<file path="config.mk">
export PLATFORM = sky130hd
export DESIGN_NAME = div_radix2_core
export DESIGN_NICKNAME = d
export VERILOG_FILES = /design/src/rtl/div_pkg.sv /design/src/rtl/div_radix2_step.sv /design/src/rtl/div_radix2_core.sv
export SDC_FILE = /design/constraint.sdc
export NUM_CORES = 1
export LEC_CHECK = 0
export ABC_AREA = 1
export BUFFER_PORTS_ARGS = -buffer_cell sky130_fd_sc_hd__buf_2
export CORE_ASPECT_RATIO = 2
export CORE_UTILIZATION = 40
export DETAILED_ROUTE_END_ITERATION = 7
export GPL_TIMING_DRIVEN = 1
export PLACE_DENSITY_LB_ADDON = 0.08
export SETUP_SLACK_MARGIN = 0.3
export SLEW_MARGIN = 5
export SYNTH_ARGS = -nofsm -noshare
export SYNTH_HDL_FRONTEND = slang
export SYNTH_SLANG_ARGS = --single-unit
</file>
<file path="constraint.sdc">
create_clock -name clk_i -period 11.18 [get_ports clk_i]
set_clock_uncertainty 0.05 [all_clocks]
set_input_delay 2.236 -clock clk_i [delete_from_list [all_inputs] [get_ports clk_i]]
set_output_delay 2.236 -clock clk_i [all_outputs]
set_load 0.05 [all_outputs]
</file>
<file path="src/rtl/div_pkg.sv">
// rtl/div_pkg.sv - shared state encoding and default width for the radix-2 divider
package div_pkg;

  localparam int DIV_WIDTH = 32;

  typedef enum logic [1:0] {
    ST_IDLE = 2'd0,
    ST_RUN  = 2'd1,
    ST_DONE = 2'd2
  } div_state_e;

endpackage

</file>
<file path="src/rtl/div_radix2_step.sv">
// rtl/div_radix2_step.sv - one combinational restoring-division iteration
module div_radix2_step
  import div_pkg::*;
#(
  parameter int WIDTH = DIV_WIDTH
) (
  input  logic [WIDTH:0]   rem_i,
  input  logic [WIDTH-1:0] quo_i,
  input  logic [WIDTH-1:0] divisor_i,
  output logic [WIDTH:0]   rem_o,
  output logic [WIDTH-1:0] quo_o
);

  logic [WIDTH:0] sh;
  logic [WIDTH:0] d;
  logic           unused_rem_msb;

  // The partial remainder never exceeds the divisor, so its top bit stays zero.
  assign unused_rem_msb = rem_i[WIDTH];

  assign sh = {rem_i[WIDTH-1:0], quo_i[WIDTH-1]};
  assign d  = sh - {1'b0, divisor_i};

  always_comb begin
    rem_o = sh;
    quo_o = {quo_i[WIDTH-2:0], 1'b0};
    if (!d[WIDTH]) begin
      rem_o = d;
      quo_o = {quo_i[WIDTH-2:0], 1'b1};
    end
  end

endmodule

</file>
<file path="src/rtl/div_radix2_core.sv">
// rtl/div_radix2_core.sv - iterative unsigned restoring divider, one quotient bit per cycle
// Optional DIV_RADIX2_EARLY_OUT_EN: finish immediately for zero divisor or dividend < divisor.
module div_radix2_core
  import div_pkg::*;
#(
  parameter int WIDTH = DIV_WIDTH
) (
  input  logic                 clk_i,
  input  logic                 rst_i,
  input  logic                 s_axis_dividend_tvalid,
  output logic                 s_axis_dividend_tready,
  input  logic [WIDTH-1:0]     s_axis_dividend_tdata,
  input  logic                 s_axis_divisor_tvalid,
  output logic                 s_axis_divisor_tready,
  input  logic [WIDTH-1:0]     s_axis_divisor_tdata,
  output logic                 m_axis_dout_tvalid,
  output logic [2*WIDTH-1:0]   m_axis_dout_tdata
);

  localparam int CNT_W = $clog2(WIDTH) + 1;

  div_state_e       state;
  logic [WIDTH:0]   rem;
  logic [WIDTH-1:0] quo;
  logic [WIDTH-1:0] divisor;
  logic [CNT_W-1:0] cnt;
  logic [WIDTH:0]   rem_nxt;
  logic [WIDTH-1:0] quo_nxt;
  logic             accept;

  // Both channels transfer together; tready is held low while reset is asserted.
  assign accept = (state == ST_IDLE) & s_axis_dividend_tvalid & s_axis_divisor_tvalid & ~rst_i;
  assign s_axis_dividend_tready = accept;
  assign s_axis_divisor_tready  = accept;

  div_radix2_step #(.WIDTH(WIDTH)) u_step (
    .rem_i     (rem),
    .quo_i     (quo),
    .divisor_i (divisor),
    .rem_o     (rem_nxt),
    .quo_o     (quo_nxt)
  );

  always_ff @(posedge clk_i or posedge rst_i) begin
    if (rst_i) begin
      state              <= ST_IDLE;
      rem                <= '0;
      quo                <= '0;
      divisor            <= '0;
      cnt                <= '0;
      m_axis_dout_tvalid <= 1'b0;
      m_axis_dout_tdata  <= '0;
    end else begin
      m_axis_dout_tvalid <= 1'b0;
      case (state)
        ST_IDLE: begin
          if (accept) begin
            divisor <= s_axis_divisor_tdata;
            cnt     <= CNT_W'(WIDTH);
`ifdef DIV_RADIX2_EARLY_OUT_EN
            if (s_axis_divisor_tdata == '0) begin
              quo   <= '1;
              rem   <= {1'b0, s_axis_dividend_tdata};
              state <= ST_DONE;
            end else if (s_axis_dividend_tdata < s_axis_divisor_tdata) begin
              quo   <= '0;
              rem   <= {1'b0, s_axis_dividend_tdata};
              state <= ST_DONE;
            end else begin
              rem   <= '0;
              quo   <= s_axis_dividend_tdata;
              state <= ST_RUN;
            end
`else
            rem   <= '0;
            quo   <= s_axis_dividend_tdata;
            state <= ST_RUN;
`endif
          end
        end
        ST_RUN: begin
          rem <= rem_nxt;
          quo <= quo_nxt;
          cnt <= cnt - CNT_W'(1);
          if (cnt == CNT_W'(1)) state <= ST_DONE;
        end
        ST_DONE: begin
          m_axis_dout_tvalid <= 1'b1;
          m_axis_dout_tdata  <= {quo, rem[WIDTH-1:0]};
          state              <= ST_IDLE;
        end
        default: state <= ST_IDLE;
      endcase
    end
  end

endmodule
</file>
# After elaboration in Yosys (flattened, before gate mapping)
# Cells that the tools add are included.
# totals
regBits	169
input_bits	68
output_inout_bits	67
word_cells	35
# classes
add_sub_neg	2
n_eq_ne	5
mux	12
bitwise_logic	4
n_reduce_logical	5
# op_table
op	count
32-bit case mux with 2 select lines	2
32-bit 2-to-1 mux	3
33-bit by 32-bit subtractor with 33-bit output	1
6-bit case mux with 2 select lines	1
6-bit by 1-bit equality test with 1-bit output (second input constant)	1
6-bit 2-to-1 mux	1
2-bit AND reduction	3
6-bit by 1-bit subtractor with 6-bit output (second input constant)	1
2-bit 2-to-1 mux	2
2-bit != test (second input constant)	2
2-bit case mux with 2 select lines	1
1-bit bitwise AND	3
2-bit by 1-bit equality test with 1-bit output (second input constant)	1
2-bit equality test (second input constant)	1
2-bit zero test	1
1-bit 2-to-1 mux	2
2-bit nonzero test	1
1-bit NOT	1

# Depth between registers and ports, before layout
# Gate-level depths: netlist of the first run.
# depth
depth_word	6
depth_mapped	18
mapped_depth_nobuf	18

# Cells and area by module
# From an unflattened synthesis of the first run, not the netlist that was laid out.
# hier_totals
cells_unflattened	1416
area_unflattened_um2	9943.3
# modules_own_cells
mod	n_inst	cells_each	area_each_um2	seq_area_each_um2
div_radix2_core	1	772	6805.3	4254.1
div_radix2_step	1	644	3138.0	0.0

# Least setup slack after synthesis of the first run
# Ideal clock, no wire load.
# synth_timing
path_kind	input to output
from	input rst_i
to	output s_axis_divisor_tready
arrival_time_ps	7710
required_ps	8894
setup_slack_ps	1184
cell_stages	6
n_path_buf	3
path_cell_list	inv_1 nand4_1 inv_1 buf_2 buf_2 buf_4
# synth_via
elab_chain_cells	2
# synth_lines
element	line_no	text
from (decl)	div_radix2_core.sv:9	input logic rst_i,
1-bit NOT	div_radix2_core.sv:32	assign accept = (state == ST_IDLE) & s_axis_dividend_tvalid & s_axis_divisor_tvalid & ~rst_i;
1-bit bitwise AND	div_radix2_core.sv:32	
to (decl)	div_radix2_core.sv:14	output logic s_axis_divisor_tready,
# No other way between the ends.

# Worst setup path after layout of the first run
# layout_timing
from	input rst_i
to	output s_axis_dividend_tready
# layout_via
elab_chain_cells	2
# layout_lines
element	line_no	text
1-bit NOT	div_radix2_core.sv:32	
1-bit bitwise AND	div_radix2_core.sv:32	
to (decl)	div_radix2_core.sv:11	output logic s_axis_dividend_tready,
# No other way between the ends.

==> results.toml, run 1 <==
[global_route]
grt_use_met3_pct = 3.97
grt_max_degree = 84
busiest_layer = "met2"
antenna_found_initial = 0
use_met2_pct = 44.9
grt_pass1_wl_mm = 41.4
first_global_vias = 8244
grt.total_usage_pct = 23.1
global_route.usage.met1_pct = 23.3
gr-total-overflow = 0

[clock_tree]
cts_buffers = 17
hold_buffers = 0
htreeDepth = 4
clk_pin_slew_worst_paths_ps = 60
insertion_delay_ps = 440
cts_buffer_depth = 2
ctsResizeCount = 0
cts_tree = "built"
cts_setup_buffers = 0
clkSinkCount = 169
cts_root_buffer = "clkbuf_16"

[floorplan]
core_um2 = 22700
die_h_um = 218
fp-row-count = 78
die_w_um = 110
initial_utilization_pct = 41.0
dieArea_um2 = 24000
ios = 135

[pwr]
finalPower_mw = 3.34
p_leak_nw = 5.98
ir_worst_vdd_mv = 0.206
power-per-cell-area_nw_per_um2 = 310

[worst_setup_path]
cp_max_fo = 69
cp-start-kind = "input port"
critPathKind = "in -> out"
cp_cell_sequence = "buf_2 > inv_6 > nand4_1 > buf_4 > inv_2 > buf_4 > buf_2"
crit_slowest_cell = "buf_4"
cp.required_ps = 8890
end_kind = "output pin"
slowest_delay_ps = 550
cp.arrival_ps = 4360

[synth]
ys_warn_count = 0
ys_ff_latch = 169
synth_top_area_share_pct = 45.4
synth.area.top_cells = "dfrtp_1 (45%), nand2_1 (19%), inv_1 (8.3%), o21ai_0 (4.9%), ha_1 (4.6%)"
syn_nets = 1385
syn_inst = 1282
yosysTopAreaCell = "dfrtp_1"
yosysSeqAreaShare_pct = 45.4
synth.cell_area_um2 = 9330
synth_area_per_cell_um2 = 7.27
ys_types = 33

[timing]
finalSetupTns_ps = 0
worst_slew_pin_slew_ps = 1080
setup_viol = 0
relSlewSlack_pct = 27.3
hold_violations = 0
rsz0062_at_grt = "no"
fin_crit_sh_pct = 59.4
slew_viol_final = 0
fin_crit_ps = 6640
holdWs_ps = 427
max_freq_ghz = 0.151

[layout]
area_growth_syn_to_layout_pct = 15.6
finalNonFillerCells = 1692
antenna_cells = 0
final_cell_mix = "nand2_1 (482), inv_1 (204), dfrtp_1 (169)"
drive_gt1_share_pct = 13.5
final_common_cell = "nand2_1"
nets = 1502
final_core_util_pct = 47.4

[worst_hold_path]
hold_class = "reg -> reg"

[route]
drt_iter0_drc = 391
vias_per_cell = 4.79
post_drt_wl_per_cell_um = 15.3
ant_nets = 0
num_vias = 8105
wl_mm = 25.8
drc = 0
dr.pass1.iters = 6

[placement]
io_buffers = 134
placed_cells = 1660
gp_congestion = 0.972
dp_hpwl_mm = 19.1

[run_status]
outcome = "completed"

[flow_run]
cap_violations = 0
## final timing paths
kind                                       start                     end  slack (ps)  cells after the start
min in group asynchronous                  rst_i   m_axis_dout_tdata[58]        1840                      2
hold reg to reg            m_axis_dout_tdata[39]   m_axis_dout_tdata[39]         430                      2
setup reg to reg                        state[1]                 quo[31]        8190                      9
max in group asynchronous                  rst_i   m_axis_dout_tdata[19]        7980                      3
hold / removal             m_axis_dout_tdata[39]   m_axis_dout_tdata[39]         430                      2
setup / recovery                           rst_i  s_axis_dividend_tready        4540                      7
## power breakdown
part	internal [mW]	switching, mW
Combinational	0.577	1.26
Clock	0.331	0.246
Sequential	0.808	0.117
## area by class of cell
cell class / instances / area (µm²)
Clock buffer: 23 / 488
Tap cell: 280 / 350
Timing Repair Buffer: 141 / 723
Inverter: 209 / 790
Clock inverter: 9 / 87.6
Multi-Input combinational cell: 861 / 4110
Sequential cell: 169 / 4230
Fill cell: 2418 / 12000
## sequential cells by signal (all words and copies together) (netlist names)
signal              count
m_axis_dout_tdata      64
divisor                32
quo                    32
rem                    32
cnt                     6
state                   2
m_axis_dout_tvalid      1
## per-stage QoR
stage               area, µm²  worst slack [ps]
floorplan                9330              1180
global placement        10200              4500
detailed placement      10200              4470
CTS                     10800              4480
global route            10800              4290
finish                  10800              4540
## cell usage after synthesis (all sizes together)
master and number:
a21o 3, a21oi 55, a22oi 1, and2 4
and3 1, buf 18, clkbuf 25, clkinv 2
dfrtp 169, fa 1, ha 34, inv 207
nand2 493, nand3 60, nand3b 5, nand4 9
nor2 46, nor3 7, nor4 1, o21ai 92
o21bai 2, o22ai 31, or2 1, xnor2 13
xor2 2
## critical path, delay by kind of cell
family | cells | cell delay (ps)
buffers and inverters | 6 | 1880
AND/OR/NAND/NOR | 1 | 160
## per-layer routing
layer	wire (µm)	share of wire [%]
met3	793	3.1
met1	9700	38
met2	14600	57
met4	731	2.8
met5	0	0
## cells by family after synthesis
logic type                 count (synthesis)  share of synthesized area (%)
and+or+nand+nor                          627                           27.2
buffers and inverters                    252                           10.7
AOI/OAI and AO/OA                        184                           10.5
DFF                                      169                           45.4
adders and majority gates                 35                           4.78
xor gates and xnor gates                  15                           1.41
No activity file was read; power rests on OpenSTA's default activity.
==> run 2, diff against run 1 <==
==> constraint.sdc (replaced) <==
create_clock -name clk_i -period 5.9 [get_ports clk_i]
set_clock_uncertainty 0.05 [all_clocks]
set_input_delay 1.18 -clock clk_i [delete_from_list [all_inputs] [get_ports clk_i]]
set_output_delay 1.18 -clock clk_i [all_outputs]
set_load 0.05 [all_outputs]
==> run 2 against run 1 <==
Net effect: register-to-register slack got worse by 5200 ps; critical path type unchanged; power grew 90%; combinational power grew 91%; critical endpoint unchanged.
==> results.toml, run 2 (synthesis gave the netlist of run 1 again) <==
[run_status]
outcome = "completed"

[clock_tree]
cts_buffers = 17
cts_buffer_depth = 2
htreeDepth = 4
insertion_delay_ps = 440
clkSinkCount = 169
hold_buffers = 0
cts_tree = "built"
clk_pin_slew_worst_paths_ps = 60
ctsResizeCount = 0
cts_setup_buffers = 0
cts_root_buffer = "clkbuf_16"

[route]
drt_iter0_drc = 366
vias_per_cell = 4.82
post_drt_wl_per_cell_um = 15.3
wl_mm = 25.9
dr.pass1.iters = 5
num_vias = 8159
ant_nets = 0
drc = 0

[global_route]
grt_pass1_wl_mm = 41.5
grt_max_degree = 170
gr-total-overflow = 0
first_global_vias = 8287
antenna_found_initial = 0
grt.total_usage_pct = 23.1

[layout]
top_register = "m_axis_dout_tdata"
final_common_cell = "nand2_1"
largest_reg_flops = 64
final_cell_mix = "nand2_1 (482), inv_1 (204), dfrtp_1 (169)"
finalNonFillerCells = 1691
final_area_um2 = 10800
final_core_util_pct = 47.3
area_growth_syn_to_layout_pct = 15.4
nets = 1501
drive_gt1_share_pct = 13.1
fill_cells = 2426

[worst_setup_path]
critPathMostFrequentCell = "buf_2"
reg2reg_setup_slack_ps = 2980
cp.required_ps = 4670
cp.arrival_ps = 2060
cp_cell_sequence = "buf_2 > clkinvlp_4 > nand4_1 > inv_2 > buf_2"
slowest_delay_ps = 300
reg2reg_from = "state[1]"
critPathLaunch = "rst_i"
end_kind = "output pin"
cp_max_fo = 4
critPathKind = "in -> out"
crit_slowest_cell = "buf_2"
cp-start-kind = "input port"

[timing]
max_freq_ghz = 0.304
fin_crit_ps = 3290
hold_violations = 0
rsz0062_at_grt = "no"
slew_viol_final = 0
setup_viol = 0
fin_crit_sh_pct = 55.8
worst_slew_pin_slew_ps = 1070
relSlewSlack_pct = 28.3

[placement]
dp_hpwl_mm = 19.3
placed_cell_area_um2 = 10200
io_buffers = 134
placed_cells = 1659
gp_congestion = 0.931

[pwr]
power-per-cell-area_nw_per_um2 = 588
p_leak_nw = 5.97
finalPower_mw = 6.33
ir_worst_vdd_mv = 0.293

[worst_hold_path]
hold_class = "reg -> reg"
hold_path.startpoint = "m_axis_dout_tdata[50]"

[floorplan]
dieArea_um2 = 24000
fp-row-count = 78
initial_utilization_pct = 41.0
core_um2 = 22700
die_h_um = 218
ios = 135
die_w_um = 110

[flow_run]
cap_violations = 0
==> run 2: changes by cell type in the layout (fill, tap and decap cells not counted), sizes merged <==
| cell | delta |
|---|---|
| clkbuf | +2 |
| clkinvlp | -2 |
| inv | -2 |
| buf | -1 |
| clkinv | +1 |
| diode | +1 |
==> run 2: where the power goes <==
group          total [mW]  internal (mW)  switching, mW
Sequential           1.76           1.53          0.225
Clock                1.07          0.613          0.456
Combinational        3.51           1.10           2.41
==> run 2: layout make-up <==
| type | count | area, µm² | area share [%] |
|---|---|---|---|
| Clock inverter | 6 | 65.1 | 0.605 |
| Timing Repair Buffer | 140 | 728 | 6.77 |
| Sequential cell | 169 | 4230 | 39.3 |
| Inverter | 209 | 788 | 7.32 |
| Tap cell | 280 | 350 | 3.26 |
| Multi-Input combinational cell | 861 | 4110 | 38.2 |
| Clock buffer | 25 | 485 | 4.51 |
| Antenna cell | 1 | 2.50 | 0.0233 |
==> run 2: final timing paths <==
path                       depth (start not counted)                endpoint
max in group asynchronous                          3                 rem[13]
max                                                5  s_axis_dividend_tready
min in group asynchronous                          3   m_axis_dout_tdata[58]
min                                                2   m_axis_dout_tdata[50]
max reg2reg                                        4                 quo[20]
min reg2reg                                        2   m_axis_dout_tdata[50]
==> run 2: routing by layer <==
layer  GRT usage, %  vias up  routed length (µm)
li1               -     4207                   -
met1           22.9     3774                9680
met2           44.9      136               14400
met3           3.71       42                 835
met4           10.6        0                 944
met5              0        -                   0
==> run 2: worst max-delay path, delay by kind of cell <==
family / cells / cell delay, ps
buf+inv: 4 / 730
simple gates: 1 / 150
==> run 2: through the flow <==
stage | setup slack [ps] | hold slack [ps] | setup TNS, ps
after global placement | 2570 | 409 | 0
after detailed placement | 2580 | 417 | 0
after global routing | 2600 | 447 | 0
after CTS | 2590 | 433 | 0
after floorplan | -426 | 403 | -706
final | 2610 | 428 | 0
